### src/rtl/seq_det_pkg.sv
// Shared FSM state encodings and the power-on pattern helper for the
// configurable serial sequence detector.
package seq_det_pkg;

    typedef enum logic [1:0] {
        ST_FILL  = 2'd0,
        ST_ARMED = 2'd1,
        ST_LOAD  = 2'd2
    } state_e;

    // Alternating 1,0,1,... starting at bit w-1; callers slice to their width.
    function automatic logic [15:0] default_pat(input int w);
        logic [15:0] p;
        p = '0;
        for (int i = 0; i < 16; i++) begin
            if (i < w && ((w - 1 - i) % 2 == 0)) begin
                p[i] = 1'b1;
            end
        end
        return p;
    endfunction

endpackage

### src/rtl/sat_counter.sv
// Saturating up-counter with synchronous clear; clear plus increment yields 1.
module sat_counter #(
    parameter int W = 8
) (
    input  logic         clk,
    input  logic         rst_n,
    input  logic         inc,
    input  logic         clr,
    output logic [W-1:0] cnt
);

    localparam logic [W-1:0] CNT_MAX = {W{1'b1}};

    logic [W-1:0] cnt_q;
    logic [W-1:0] cnt_d;

    always_comb begin
        cnt_d = cnt_q;
        if (clr) begin
            cnt_d = inc ? W'(1) : '0;
        end else if (inc && cnt_q != CNT_MAX) begin
            cnt_d = cnt_q + W'(1);
        end
    end

    always_ff @(posedge clk or negedge rst_n) begin
        if (!rst_n) begin
            cnt_q <= '0;
        end else begin
            cnt_q <= cnt_d;
        end
    end

    assign cnt = cnt_q;

endmodule

### src/rtl/seq_det_cfg.sv
// Serial pattern detector with a loadable pattern, selectable overlapping
// detection and a saturating match counter.
module seq_det_cfg
    import seq_det_pkg::*;
#(
    parameter int PAT_W = 3,
    parameter int CNT_W = 8
) (
    input  logic             clk,
    input  logic             rst_n,
    input  logic             seq_in,
    input  logic             in_valid,
    input  logic             overlap_en,
    input  logic             pat_load,
    input  logic [PAT_W-1:0] pat_data,
    input  logic             cnt_clr,
    output logic             detected,
    output logic [CNT_W-1:0] match_cnt,
    output logic [1:0]       state_out
);

    localparam int FW = $clog2(PAT_W);
    localparam logic [FW-1:0]    FILL_MAX = FW'(PAT_W - 1);
    localparam logic [PAT_W-1:0] PAT_RST  = PAT_W'(default_pat(PAT_W));

    state_e           state_q, state_d;
    logic [PAT_W-1:0] pat_q, pat_d;
    logic [PAT_W-2:0] hist_q, hist_d;
    logic [FW-1:0]    fill_q, fill_d;
    logic             det_q, det_d;
    logic             match;
    logic [PAT_W-1:0] window;

    // Candidate window: stored history followed by the bit arriving now.
    assign window = {hist_q, seq_in};

    always_comb begin
        state_d = state_q;
        pat_d   = pat_q;
        hist_d  = hist_q;
        fill_d  = fill_q;
        det_d   = 1'b0;
        match   = 1'b0;
        if (pat_load) begin
            pat_d   = pat_data;
            hist_d  = '0;
            fill_d  = '0;
            state_d = ST_LOAD;
        end else if (state_q == ST_LOAD) begin
            state_d = ST_FILL;
        end else if (in_valid) begin
            match  = (fill_q == FILL_MAX) && (window == pat_q);
            det_d  = match;
            hist_d = window[PAT_W-2:0];
            if (match && !overlap_en) begin
                // Non-overlapping: the next match needs a full set of fresh bits.
                fill_d  = '0;
                state_d = ST_FILL;
            end else begin
                if (fill_q != FILL_MAX) begin
                    fill_d = fill_q + FW'(1);
                end
                state_d = (fill_d == FILL_MAX) ? ST_ARMED : ST_FILL;
            end
        end
    end

    always_ff @(posedge clk or negedge rst_n) begin
        if (!rst_n) begin
            state_q <= ST_FILL;
            pat_q   <= PAT_RST;
            hist_q  <= '0;
            fill_q  <= '0;
            det_q   <= 1'b0;
        end else begin
            state_q <= state_d;
            pat_q   <= pat_d;
            hist_q  <= hist_d;
            fill_q  <= fill_d;
            det_q   <= det_d;
        end
    end

    sat_counter #(
        .W(CNT_W)
    ) u_match_cnt (
        .clk  (clk),
        .rst_n(rst_n),
        .inc  (match),
        .clr  (cnt_clr),
        .cnt  (match_cnt)
    );

    assign detected  = det_q;
    assign state_out = state_q;

endmodule
### config.mk
export PLATFORM = sky130hd
export DESIGN_NAME = seq_det_cfg
export DESIGN_NICKNAME = d
export VERILOG_FILES = /design/src/rtl/seq_det_pkg.sv /design/src/rtl/sat_counter.sv /design/src/rtl/seq_det_cfg.sv
export SDC_FILE = /design/constraint.sdc
export NUM_CORES = 1
export LEC_CHECK = 0
export ABC_AREA = 1
export BUFFER_PORTS_ARGS = -buffer_cell sky130_fd_sc_hd__buf_2
export CAP_MARGIN = 20
export CORE_ASPECT_RATIO = 1.4
export CORE_MARGIN = 2
export CORE_UTILIZATION = 53
export CTS_CLUSTER_DIAMETER = 30
export CTS_CLUSTER_SIZE = 16
export DETAILED_ROUTE_END_ITERATION = 12
export MAX_ROUTING_LAYER = met4
export PLACE_DENSITY = 0.75
export SETUP_SLACK_MARGIN = 0.15
export SLEW_MARGIN = 20
export SYNTH_ARGS = -nofsm -noshare
export SYNTH_HDL_FRONTEND = slang
export SYNTH_SLANG_ARGS = --single-unit
### constraint.sdc
create_clock -name clk -period 1.8 [get_ports clk]
set_input_delay 0 -clock clk [delete_from_list [all_inputs] [get_ports clk]]
set_output_delay 0 -clock clk [all_outputs]
set_load 0.03 [all_outputs]
# Yosys cells after proc, flatten, opt, wreduce, memory -nomap -nowiden
# Index checks and enable logic that the tools add are counted.
# Widths: inputs -> output; s select.
[totals] out_inout_bits=11 register_bits=18 inputBits=10
[classes] n_mux=23 n_eq_ne=7 n_reduce_logical=8 add_sub_neg=2
[ops] operator="$mux 2" count=15
[ops] operator="$mux 8" count=2
[ops] operator="$add 8x1->8 const B" count=1
[ops] operator="$ne 8x8->1 const B" count=1
[ops] operator="$eq 2x2->1 const B" count=3
[ops] operator="$mux 1" count=6
[ops] operator="$ne 2x2->1 const B" count=2
[ops] operator="$reduce_bool 2->1" count=2
[ops] operator="$eq 3x3->1" count=1
[ops] operator="$logic_and 1x1->1" count=3
[ops] operator="$reduce_bool 3->1" count=1
[ops] operator="$add 2x1->2 const B" count=1
[ops] operator="$reduce_and 2->1" count=1
[ops] operator="$logic_not 1->1" count=1

# Logic depth before layout (Yosys ltp)
[depth] ltp_word=13 depth_mapped=9 mapped_depth_nobuf=9

# Modules after synthesis
# From an unflattened synthesis, not the netlist that was laid out.
[unflattened] cells_unflattened=131 hier_area_um2=1012.2
[modules_own_cells] mod="sat_counter" cells_per_inst=69 n_inst=1 seq_area_each_um2=200.2 area_each_um2=519.2
[modules_own_cells] mod="seq_det_cfg" cells_per_inst=62 n_inst=1 seq_area_each_um2=252.7 area_each_um2=493.0

# Worst setup path before layout
# No wires, ideal clock.
[synth_timing] kind="reg2reg" startpoint="reg u_match_cnt.cnt_q[0], in the netlist u_match_cnt.cnt[0]" endpoint="reg u_match_cnt.cnt_q[4], in the netlist u_match_cnt.cnt[4]" arrival_time_ps=1399 path_stages_with_launch=9 slack_ps=335 n_path_buf=0 path_cell_list="dfrtp_1 > ha_1 > nand3_1 > inv_1 > nand2_1 > nand4_4 > nand2_4 > nand2_1 > nand2_1"
[synth_between] elab_chain_cells=3
[synth_rtl] element="start: declaration" line="sat_counter.sv:14" text="logic [W-1:0] cnt_q;"
[synth_rtl] element="start signal: assignment" line="sat_counter.sv:30" text="cnt_q <= cnt_d;"
[synth_rtl] element="$add 8x1->8 / $ne 8x8->1 (equally long branches)" line="sat_counter.sv:22, sat_counter.sv:21"
[synth_rtl] element="$mux 8 / $logic_and 1x1->1 (equally long branches)" line="sat_counter.sv:21" text="end else if (inc && cnt_q != CNT_MAX) begin"
[synth_rtl] element="$mux 8 / $reduce_bool 2->1 (equally long branches)"
# Parallel ways exist; a longest one is shown, timed or not. The select of a mux whose other input is x is not followed.
# A chain may end at the register's enable or synchronous reset.

# Final worst setup path
[layout_timing] startpoint="reg u_match_cnt.cnt_q[0], in the netlist u_match_cnt.cnt[0]" endpoint="reg u_match_cnt.cnt_q[6], in the netlist u_match_cnt.cnt[6]"
# Same word-level chain as after synthesis.

==> impl_metrics.yaml <==
yosys:
  yosys.area_share.simple_pct: 39.3
  synth_fp_nets: 155
  yosysSeqAreaShare_pct: 43.0
  synth.distinct_cells: 20
  synthArstFlopShare_pct: 100
  synthCells: 142
  synth.avg_cell_area_um2: 7.42
  synthTopCellsByArea: "dfrtp_1, nand2_1, inv_1"
  synth_most_common_cell: "nand2_1"
  synth_area_leader_cell: "dfrtp_1"
  synth.area.mux_share_pct: 0
  netlist_area_um2: 1050
  synth_top_family_by_area: "simple AND/OR/NAND/NOR gates"
  synth_fa_ha_area_share_pct: 3.56
  synth_edf_count: 0
  synth_top_area_share_pct: 38.0
  ys_ff_latch: 18
  synth_ff_type: "dfrtp_1"
  synth_compound_area_share_pct: 4.75
  synthXorXnorAreaFrac_pct: 0.831
  synth_warnings: 0
  synthTopCellsByCount: "nand2_1, inv_1, dfrtp_1"
global_route:
  grt_overflow_total: 0
  grtUsageMet1_pct: 25.9
  grt_pass1_vias: 1066
  top_usage_layer: "met2"
  antenna_found_initial: 0
  grt_pass1_wl_um: 4230
  gr-usage-met3_pct: 1.93
  grt_max_degree: 19
  grt.total_usage_pct: 23.5
  globalRouteMet2Util_pct: 41.5
placement:
  gp_congestion: 0.840
  numPortBuffers: 20
  hpwl_um: 1690
  place_area_um2: 1180
  placedCellCount: 182
sta:
  post-route-min-period_ns: 1.46
  fmax_mhz: 685
  setup_viol: 0
  worst_pin_slew_ns: 0.395
  final_hold_viol_count: 1
  drv_slew: 0
  fin_worst_skew_ns: 0.00706
  fin_crit_sh_pct: 81.1
  maxSlewHeadroom_pct: 73.7
  setup_tns_ns: 0
  holdWs_ns: -0.0268
  rsz0062_at_grt: "false"
setup_path:
  reg2reg_setup_slack_ns: 0.34
  path_cells: "ha_1 > nand3_1 > inv_1 > nand2_1 > nand4_4 > nand2_4 > nand2_1 > nand2_1"
  arrival_ns: 1.70
  end_kind: "flop"
  slowest_stage: "dfrtp_1"
  startpoint_type: "flop"
  worstReg2RegStart: "u_match_cnt.cnt[0]"
  crit_start: "u_match_cnt.cnt[0]"
  worstPathMaxFanout: 9
  r2r_end: "u_match_cnt.cnt[6]"
  crit_path_end: "u_match_cnt.cnt[6]"
  critPathRequiredTime_ns: 2.04
  reg2reg_depth: 8
  cp_common_cell: "nand2_1"
  critPathMaxStageDelay_ns: 0.43
  crit_type: "reg -> reg"
pwr:
  ir_drop_mv: 0.479
  leakage_nw: 0.745
  p_total_uw: 806
  power_density_nw_per_um2: 619
run:
  maxCapViolations: 0
status:
  violations: "hold timing"
  status: "finished with violations"
final_layout:
  drive_gt1_share_pct: 20.7
  area_growth_pct: 23.6
  nNetsFinal: 188
  final_area_um2: 1300
  finalNonFillerCells: 195
  diodes: 0
routing:
  wl_per_cell_um: 11.3
  wl_um: 2210
  ant_nets: 0
  post-route-drc-count: 0
  dr.pass1.iters: 4
  drtIter0Drc: 15
  avgViaCountPerCell: 5.13
  vias: 1001
cts:
  post_cts_resize_count: 0
  tritoncts: "built"
  cts_setup_buffers: 0
  clock_latency_ns: 0.30
  htreeDepth: 1
  clock_sinks: 18
  cts_buffers: 3
  clk_pin_slew_ns: 0.10
  clk_root_buffer_cell: "clkbuf_4"
  ctsLongestPathBuffers: 2
die:
  initial_core_util_pct: 54.7
  die_height_um: 56.8
  die_w_um: 41.7
  ioPinCount: 21
  dieArea_um2: 2370
  core_region_area_um2: 1930
  rows: 19
min_path:
  worst_hold_path_type: "in -> reg"
area by class of cell:
class                      instances  area (um^2)
clock buffer                       4         36.3
fill                             163          623
inverter                          23         86.3
multi-input combinational        100          510
sequential                        18          453
tap                               21         26.3
timing repair buffer              29          190
timing repair:
action	4_1_cts	5_1_grt
setup endpoints to repair	0	1
hold buffers	10	0
endpoints found under the hold margin	24	0
layer usage:
| metal | vias up | wire length, um |
|---|---|---|
| met5 | - | 0 |
| met4 | 0 | 62 |
| met3 | 7 | 82 |
| met2 | 23 | 1170 |
| met1 | 462 | 895 |
| li1 | 509 | - |
sequential cells by signal, indices dropped and copies added, names as in the netlist:
name	flops
u_match_cnt.cnt	8
pat_q	3
fill_q	2
hist_q	2
state_out	2
detected	1
cells in the final DEF, fill, tap and decap left out:
master / Yosys / routed
nand2_1: 52 / 52
inv_1: 20 / 20
buf_2: 0 / 20
dfrtp_1: 16 / 16
nand3_1: 14 / 14
nor2_1: 9 / 9
dlygate4sd3_1: 0 / 9
o21ai_0: 4 / 4
o22ai_1: 4 / 4
nor2_2: 3 / 3
inv_2: 3 / 3
ha_1: 3 / 3
clkbuf_4: 0 / 3
nand2_4: 2 / 2
nand4_1: 2 / 2
nor3b_1: 2 / 2
dfstp_2: 2 / 2
nor2_8: 1 / 1
nand4_4: 1 / 1
o21ai_1: 1 / 1
nor3_1: 1 / 1
xor2_1: 1 / 1
clkbuf_8: 0 / 1
kinds of logic (layout without fill, tap and decap cells):
| logic type | Yosys count | in the layout |
|---|---|---|
| adders and majority gates | 3 | 3 |
| AOI/OAI and AO/OA | 9 | 9 |
| xor gates and xnor gates | 1 | 1 |
| DFF | 18 | 18 |
| buffers and inverters | 24 | 56 |
| and+or+nand+nor | 87 | 87 |
per-stage QoR:
stage	util [%]	hold WS [ns]	worst slack (ns)
after floorplan	-	-0.296	0.335
after global placement	61.1	-0.0532	0.413
after detailed placement	61.1	-0.0540	0.376
after CTS	68.2	0.0120	0.188
after global routing	67.6	0.0306	0.180
final	67.6	-0.0268	0.340
report_power, final:
group,switching [mW],internal [mW]
registers,0.0109,0.422
logic,0.0758,0.0466
clock network,0.127,0.123
total,0.213,0.592
critical path, delay by kind of cell (launching register included):
family / cells / cell delay, ns
AND/OR/NAND/NOR: 6 / 0.67
adder cells (fa/ha/maj): 1 / 0.24
buffers and inverters: 1 / 0.05
flip-flops: 1 / 0.43
worst min-delay path by stage:
stage	start	to	slack (ns)	cells after the start
after CTS	in_valid	state_out[1]	0.01	4
after detailed placement	rst_n	pat_q[1]	-0.05	1
final	pat_load	pat_q[2]	-0.03	2
after global placement	rst_n	pat_q[1]	-0.05	1
after global routing	pat_load	pat_q[2]	0.03	2
after floorplan	rst_n	detected	-0.30	0
(Power assumes the default switching activity.)
